[config.mk]
export PLATFORM = sky130hd
export DESIGN_NAME = agc_out_packer_flat
export DESIGN_NICKNAME = d
export VERILOG_FILES = /design/src/rtl/agc_out_packer_if.sv /design/src/rtl/agc_out_packer.sv /design/src/flat_wrapper.sv
export SDC_FILE = /design/constraint.sdc
export NUM_CORES = 1
export LEC_CHECK = 0
export ABC_AREA = 0
export CAP_MARGIN = 20
export CORE_UTILIZATION = 41
export DETAILED_ROUTE_END_ITERATION = 12
export RECOVER_POWER = 100
export SLEW_MARGIN = 25
export SYNTH_ARGS = -nofsm -noshare
export SYNTH_HDL_FRONTEND = slang
export SYNTH_SLANG_ARGS = --single-unit
[constraint.sdc]
create_clock -name clk -period 19.1 [get_ports clk]
set_input_delay 2.865 -clock clk [delete_from_list [all_inputs] [get_ports clk]]
set_output_delay 2.865 -clock clk [all_outputs]
set_load 0.1 [all_outputs]
[src/rtl/agc_out_packer_if.sv]
// AXI-Stream style output channel of the AGC output packer: {Q,I} word, valid, ready.
interface agc_out_packer_if #(
  parameter int W_OUT = 16
) ();
  logic [2*W_OUT-1:0] tdata;
  logic               tvalid;
  logic               tready;

  modport master (output tdata, output tvalid, input tready);
  modport slave  (input tdata, input tvalid, output tready);
endinterface

[src/rtl/agc_out_packer.sv]
// AGC output packer: Q26.18 -> Q16.14 round/saturate, FWFT FIFO, AXI-Stream out, event counters.
// Define AGC_OUT_ROUND_EN for round-half-up; otherwise samples are truncated toward -inf.
module agc_out_packer #(
  parameter int W_IN_MODULE = 26,
  parameter int W_OUT       = 16,
  parameter int FRAC_DROP   = 4,
  parameter int DEPTH       = 16,
  parameter int CNTWIDTH    = 16
) (
  input  logic                       clk,
  input  logic                       rst,
  input  logic                       s_valid,
  input  logic [W_IN_MODULE-1:0]     s_dataI,
  input  logic [W_IN_MODULE-1:0]     s_dataQ,
  agc_out_packer_if.master           m_axis,
  input  logic                       cnt_clr,
  output logic [CNTWIDTH-1:0]        ovf_cnt,
  output logic [CNTWIDTH-1:0]        drop_cnt,
  output logic [$clog2(DEPTH):0]     fifo_level
);

  localparam int AW    = $clog2(DEPTH);
  localparam int LW    = AW + 1;
  localparam int EXT_W = W_IN_MODULE + 1;
  localparam logic signed [EXT_W-1:0] SAT_MAX = EXT_W'((1 << (W_OUT-1)) - 1);
  localparam logic signed [EXT_W-1:0] SAT_MIN = ~SAT_MAX;
`ifdef AGC_OUT_ROUND_EN
  localparam logic signed [EXT_W-1:0] RND = EXT_W'(1 << (FRAC_DROP-1));
`endif

  // Returns {clipped, sample}; the rounding add happens before the clip test.
  function automatic logic [W_OUT:0] conv(input logic [W_IN_MODULE-1:0] x);
    logic signed [EXT_W-1:0] ext;
    logic signed [EXT_W-1:0] sh;
    logic [W_OUT:0]          r;
    ext = $signed({x[W_IN_MODULE-1], x});
`ifdef AGC_OUT_ROUND_EN
    ext = ext + RND;
`endif
    sh = ext >>> FRAC_DROP;
    if (sh > SAT_MAX)      r = {1'b1, SAT_MAX[W_OUT-1:0]};
    else if (sh < SAT_MIN) r = {1'b1, SAT_MIN[W_OUT-1:0]};
    else                   r = {1'b0, sh[W_OUT-1:0]};
    return r;
  endfunction

  logic                 s1_valid_q, s1_valid_d;
  logic [W_OUT-1:0]     s1_i_q, s1_i_d;
  logic [W_OUT-1:0]     s1_q_q, s1_q_d;
  logic                 s1_sat_q, s1_sat_d;
  logic [2*W_OUT-1:0]   mem_q [DEPTH];
  logic [2*W_OUT-1:0]   mem_d [DEPTH];
  logic [AW-1:0]        wr_ptr_q, wr_ptr_d;
  logic [AW-1:0]        rd_ptr_q, rd_ptr_d;
  logic [LW-1:0]        level_q, level_d;
  logic [CNTWIDTH-1:0]  ovf_q, ovf_d;
  logic [CNTWIDTH-1:0]  drop_q, drop_d;
  logic [W_OUT:0]       conv_i, conv_q;
  logic                 tvalid, full, rd_en, wr_en, drop;

  always_comb begin
    conv_i     = conv(s_dataI);
    conv_q     = conv(s_dataQ);
    s1_valid_d = s_valid;
    s1_i_d     = conv_i[W_OUT-1:0];
    s1_q_d     = conv_q[W_OUT-1:0];
    s1_sat_d   = conv_i[W_OUT] | conv_q[W_OUT];
  end

  // A full FIFO still accepts a write when the same edge pops a word.
  always_comb begin
    tvalid = (level_q != '0);
    full   = (level_q == LW'(DEPTH));
    rd_en  = tvalid & m_axis.tready;
    wr_en  = s1_valid_q & (~full | rd_en);
    drop   = s1_valid_q & full & ~rd_en;

    mem_d = mem_q;
    if (wr_en) mem_d[wr_ptr_q] = {s1_q_q, s1_i_q};
    wr_ptr_d = wr_ptr_q + AW'(wr_en);
    rd_ptr_d = rd_ptr_q + AW'(rd_en);
    level_d  = level_q + LW'(wr_en) - LW'(rd_en);

    ovf_d  = ovf_q;
    drop_d = drop_q;
    if (cnt_clr) begin
      ovf_d  = '0;
      drop_d = '0;
    end else begin
      if (s1_valid_q && s1_sat_q && !(&ovf_q)) ovf_d  = ovf_q + 1'b1;
      if (drop && !(&drop_q))                 drop_d = drop_q + 1'b1;
    end
  end

  always_ff @(posedge clk or posedge rst) begin
    if (rst) begin
      s1_valid_q <= 1'b0;
      s1_i_q     <= '0;
      s1_q_q     <= '0;
      s1_sat_q   <= 1'b0;
      for (int i = 0; i < DEPTH; i++) mem_q[i] <= '0;
      wr_ptr_q   <= '0;
      rd_ptr_q   <= '0;
      level_q    <= '0;
      ovf_q      <= '0;
      drop_q     <= '0;
    end else begin
      s1_valid_q <= s1_valid_d;
      s1_i_q     <= s1_i_d;
      s1_q_q     <= s1_q_d;
      s1_sat_q   <= s1_sat_d;
      mem_q      <= mem_d;
      wr_ptr_q   <= wr_ptr_d;
      rd_ptr_q   <= rd_ptr_d;
      level_q    <= level_d;
      ovf_q      <= ovf_d;
      drop_q     <= drop_d;
    end
  end

  always_comb begin
    m_axis.tvalid = tvalid;
    m_axis.tdata  = mem_q[rd_ptr_q];
    ovf_cnt       = ovf_q;
    drop_cnt      = drop_q;
    fifo_level    = level_q;
  end

endmodule

[src/flat_wrapper.sv]
// flat-port wrapper written by rule: the top's interface ports become plain ports
module agc_out_packer_flat 
#(
  parameter int W_IN_MODULE = 26,
  parameter int W_OUT       = 16,
  parameter int FRAC_DROP   = 4,
  parameter int DEPTH       = 16,
  parameter int CNTWIDTH    = 16
)
  (clk, rst, s_valid, s_dataI, s_dataQ, cnt_clr, ovf_cnt, drop_cnt, fifo_level, m_axis_tdata, m_axis_tvalid, m_axis_tready);
  agc_out_packer_if #(.W_OUT(W_OUT)) m_axis_i ();
  input  logic clk;
  input  logic rst;
  input  logic s_valid;
  input  logic [W_IN_MODULE-1:0] s_dataI;
  input  logic [W_IN_MODULE-1:0] s_dataQ;
  input  logic cnt_clr;
  output logic [CNTWIDTH-1:0] ovf_cnt;
  output logic [CNTWIDTH-1:0] drop_cnt;
  output logic [$clog2(DEPTH):0] fifo_level;
  output wire logic [$bits(m_axis_i.tdata)-1:0] m_axis_tdata;
  output wire logic [$bits(m_axis_i.tvalid)-1:0] m_axis_tvalid;
  input wire logic [$bits(m_axis_i.tready)-1:0] m_axis_tready;
  assign m_axis_tdata = m_axis_i.tdata;
  assign m_axis_tvalid = m_axis_i.tvalid;
  assign m_axis_i.tready = m_axis_tready;
  agc_out_packer #(.W_IN_MODULE(W_IN_MODULE), .W_OUT(W_OUT), .FRAC_DROP(FRAC_DROP), .DEPTH(DEPTH), .CNTWIDTH(CNTWIDTH)) u_core (.clk(clk), .rst(rst), .s_valid(s_valid), .s_dataI(s_dataI), .s_dataQ(s_dataQ), .m_axis(m_axis_i), .cnt_clr(cnt_clr), .ovf_cnt(ovf_cnt), .drop_cnt(drop_cnt), .fifo_level(fifo_level));
endmodule
==> Implementation_results.wiki <==
{| class="wikitable"
! Metric !! Value
|-
| Critical path startpoint category || flip-flop
|-
| Die outline height || roughly 260 um
|-
| Setup slack at placement || 11430 ps
|-
| Number of hold-repair buffers added at the cts stage || 0
|-
| Via density per instance || approximately 5.6
|-
| Root Driver || sky130_fd_sc_hd__clkbuf_16
|-
| Final WS setup || 7050 ps
|-
| Result of the run || finished with violations
|-
| Power Dens Cells || slightly below 200 nW/um2
|-
| Clock buffers created by TritonCTS || 66
|-
| Worst-case clock buffer depth || 3
|-
| Final setup skew || ~20 ps
|-
| Count of final setup violators || 0
|-
| Largest net degree at the start of global routing || between 80 and 90
|-
| Flop and latch count out of synthesis || 591
|-
| Number of distinct standard cells referenced by the synthesized netlist || 56
|-
| Most common cell type on the critical path || sky130_fd_sc_hd__clkbuf_1
|-
| Global-route wire length before repair || around 100000 um
|-
| Biggest fanout along the worst timing path || 50
|-
| Number of post-CTS setup repair buffers || 0
|-
| Ratio of final minimum period to clock period || a little over three fifths
|-
| Total Neg Setup Slack || 0 ps
|-
| Number of enable-type register cells in the synthesized netlist || 0
|-
| Highest achievable clock rate || between 0.08 and 0.09 GHz
|-
| Highest cell delay on the worst timing path || between 2000 and 2500 ps
|-
| Count of inserted antenna diode cells || 0
|-
| Actual transition at the worst max-transition pin || approximately 4600 ps
|-
| Reg2Reg Launch Point || u_core.fifo_level[2]$_DFF_PP0_
|-
| Post-Synth XOR/XNOR Area || less than 1%
|-
| Worst path bufs/invs || 3
|-
| Main combinational cell family by area after synthesis || multiplexers
|-
| Worst relative slew slack || -205%
|-
| Grt total ovfl || 0
|-
| Nets in the synthesized netlist || about 1900
|-
| Series of cell instances along the critical path || clkbuf_1 > clkbuf_1 > mux2_2 > o22ai_1 > nor2_1 > a21oi_1 > o21ai_0 > dlygate4sd3_1
|-
| Final estimated routing congestion in global placement || about 0.76
|-
| I/O pin total || around 130
|-
| Drc violations || 0
|-
| Routed wl met2 || a little over 30000 um
|-
| Top library cells by usage in the layout, fill and taps aside || 589 x sky130_fd_sc_hd__dfrtp_1, 521 x sky130_fd_sc_hd__mux2_2, 96 x sky130_fd_sc_hd__mux4_2
|-
| Avg Synthesized Cell Area || roughly 15 um2
|-
| Routed WL per cell || approximately 23 um
|-
| Clock tree from TritonCTS || done
|-
| Antenna-violating nets left || 0
|-
| Buffers added on ports || about 120
|-
| Sequential cell area fraction in the yosys report || 55.2%
|-
| Vias in the first global route || 16800
|-
| Final nets || slightly below 2000
|-
| Length of routed wiring on met1 || slightly above 30000 um
|-
| Beginning of the critical path || u_core.rd_ptr_q[0]$_DFF_PP0_
|-
| Met3 wirelength from detailed routing || approximately 2500 um
|-
| CP Data Required Time || approximately 16000 ps
|-
| Mux cell area share after synthesis || between 30 and 40%
|-
| CP arrival || a little over 9000 ps
|-
| Total Routing Usage GR || around a fifth
|-
| Iteration count of the initial detailed-routing pass || 4
|-
| Cells after DPL || roughly 2700
|-
| Worst voltage drop across the vdd grid || roughly 150 uV
|-
| Overall die width || between 200 and 300 um
|-
| Fraction of synthesis flops using an asynchronous set or reset pin || 100%
|-
| Power, Total || around 6.0 mW
|-
| Share of layout cells above drive strength 1 || 38.2%
|-
| Worst path top cell family by delay || buffers and inverters
|-
| Commonest non-fill, non-tap cell in the layout || sky130_fd_sc_hd__dfrtp_1
|-
| Kind of path behind the tightest hold check || flip-flop to flip-flop
|-
| Most frequently used flop master after synthesis || sky130_fd_sc_hd__dfrtp_1
|-
| Area of the mapped netlist || around 27000 um2
|-
| Adder and majority cell fraction of the synthesized area || less than 1%
|-
| Yosys warning total || 0
|-
| Aggregate routed wire length || about 65000 um
|-
| Compound-gate portion of the synthesized area || under 10%
|-
| Max Cap Violations || 32
|-
| Slowest-stage cell, CP || sky130_fd_sc_hd__dfrtp_1
|-
| Worst hold slack || approximately 490 ps
|-
| Setup repair after global routing missed its margin || false
|-
| Total area of sequential cells || 14800 um2
|-
| Layout Area Growth over Synthesis || 14.9%
|-
| Placed inst area || about 29000 um2
|-
| Placed wire-length estimate after detailed placement || 37200 um
|-
| Final critical path time including I/O delays and setup || between 10000 and 15000 ps
|-
| Iter 0 DRT Violations || ~1000
|-
| Fraction of synthesized cell area taken by the top area cell type || 55.2%
|-
| Via count || 15700
|-
| Critical path class || flip-flop to primary output
|-
| Final slew viol count || 1309
|-
| Start point of the worst hold path || u_core.mem_q[206]$_DFFE_PP0P_
|-
| Clk slew on worst S/H paths || roughly 60 ps
|-
| Core ar. || ~64000 um2
|-
| Simple logic cell fraction of the synthesized area || 3.42%
|-
| Cell types occupying the most area after synthesis || sky130_fd_sc_hd__dfrtp_1 55%, sky130_fd_sc_hd__mux2_2 22%, sky130_fd_sc_hd__mux4_2 8.1%, sky130_fd_sc_hd__mux2_1 2.5%, sky130_fd_sc_hd__buf_2 1.0%
|-
| Failing checks || max-capacitance violations, max-slew violations
|-
| Synthesized instance count || 1826
|-
| Clock latency at the later pin of the worst-skew pair || 590 ps
|-
| Cell type with the highest aggregate area in the netlist || sky130_fd_sc_hd__dfrtp_1
|-
| Combined area of the multi-input logic cells || around 11000 um2
|-
| Final core utilization || 47.7%
|-
| Clock Sinks || roughly 600
|-
| Leakage Power || ~14 nW
|-
| H-tree Lvls || 3
|-
| Row cnt || 93
|-
| Count of endpoints failing hold in the final timing report || 0
|-
| Nature of the critical path endpoint || primary output
|-
| Filler Cell Count || 5630
|-
| Die Footprint || ~66000 um2
|-
| Number of standard cells in the layout, taps in and fillers out || between 2000 and 3000
|-
| Summed area of non-filler cells in the final layout || around 31000 um2
|-
| Resize count post-CTS || 0
|-
| Initial standard-cell utilization of the core || between 40% and 50%
|-
| Highest Signal Layer || met5
|-
| Number of antenna violations at the first check in global routing || 6
|}
## area by class of cell
class | count | area share (%)
flip-flops and latches | 591 | 48.1
multi-input cells | 1076 | 36.6
clock buffers | 105 | 6.74
repair buffers | 152 | 4.30
well taps | 855 | 3.48
clock inverters | 14 | 0.667
inverters | 15 | 0.187
## flip-flops by register name, indices dropped and copies added, names as in the netlist
register and cells:
u_core.s1_sat_q 1, u_core.drop_cnt 16, u_core.s1_i_q 16, u_core.fifo_level 5, u_core.s1_q_q 16, u_core.mem_q 512
u_core.rd_ptr_q 4, u_core.s1_valid_q 1, u_core.wr_ptr_q 4, u_core.ovf_cnt 16
## final timing paths
check	end	slack, ps	depth (start not counted)
max	m_axis_tdata[23]	7050	8
min	u_core.mem_q[206]$_DFFE_PP0P_	490	1
max reg2reg	u_core.mem_q[31]$_DFFE_PP0P_	13230	7
min reg2reg	u_core.mem_q[206]$_DFFE_PP0P_	490	1
max in group asynchronous	u_core.drop_cnt[14]$_DFFE_PP0P_	7570	5
min in group asynchronous	u_core.mem_q[287]$_DFFE_PP0P_	2860	2
## worst register-to-register path, stage by stage (launching register included)
cell and delay (ps):
sky130_fd_sc_hd__dfrtp_1 380, sky130_fd_sc_hd__inv_1 80, sky130_fd_sc_hd__ha_1 200, sky130_fd_sc_hd__nor3b_4 170, sky130_fd_sc_hd__a21boi_0 1460, sky130_fd_sc_hd__and3_1 430, sky130_fd_sc_hd__nand3_1 1910, sky130_fd_sc_hd__mux2_1 1090
## synth_stat cells (3+ instances only)
master / number
sky130_fd_sc_hd__a2111oi_2: 3
sky130_fd_sc_hd__a211oi_1: 4
sky130_fd_sc_hd__a21oi_1: 44
sky130_fd_sc_hd__a22oi_1: 30
sky130_fd_sc_hd__and2_1: 3
sky130_fd_sc_hd__and3_1: 3
sky130_fd_sc_hd__buf_2: 55
sky130_fd_sc_hd__buf_4: 15
sky130_fd_sc_hd__clkbuf_1: 72
sky130_fd_sc_hd__dfrtp_1: 591
sky130_fd_sc_hd__ha_1: 12
sky130_fd_sc_hd__inv_1: 15
sky130_fd_sc_hd__mux2_1: 59
sky130_fd_sc_hd__mux2_2: 521
sky130_fd_sc_hd__mux2i_1: 3
sky130_fd_sc_hd__mux4_2: 96
sky130_fd_sc_hd__nand2_1: 16
sky130_fd_sc_hd__nand3_1: 14
sky130_fd_sc_hd__nand3_2: 12
sky130_fd_sc_hd__nand4_1: 16
sky130_fd_sc_hd__nor2_1: 69
sky130_fd_sc_hd__nor2b_1: 10
sky130_fd_sc_hd__nor3_1: 3
sky130_fd_sc_hd__nor4_1: 7
sky130_fd_sc_hd__o21a_1: 30
sky130_fd_sc_hd__o21ai_0: 32
sky130_fd_sc_hd__o22ai_1: 30
sky130_fd_sc_hd__xnor2_1: 24
sky130_fd_sc_hd__xor2_1: 4
## power breakdown
| group | switching, mW | leakage (nW) | internal [mW] |
|---|---|---|---|
| clock network | 0.504 | 1.12 | 0.812 |
| registers | 0.320 | 7.52 | 1.77 |
| logic | 1.47 | 4.95 | 1.10 |
| total | 2.29 | 13.6 | 3.68 |
## layer usage
layer  GRT usage (%)  vias up
li1                -     6877
met1            28.5     8441
met2            31.9      262
met3            3.58       84
met4            4.72        2
met5               0        -
## cells by family (layout without fill, tap and decap cells)
| family | Yosys count | in the layout |
|---|---|---|
| AOI/OAI and AO/OA | 187 | 187 |
| xor gates and xnor gates | 28 | 28 |
| adders and majority gates | 13 | 13 |
| buffers and inverters | 159 | 286 |
| DFF | 591 | 591 |
| muxes | 679 | 679 |
| and+or+nand+nor | 169 | 169 |
No activity file was read; power rests on OpenSTA's default activity.
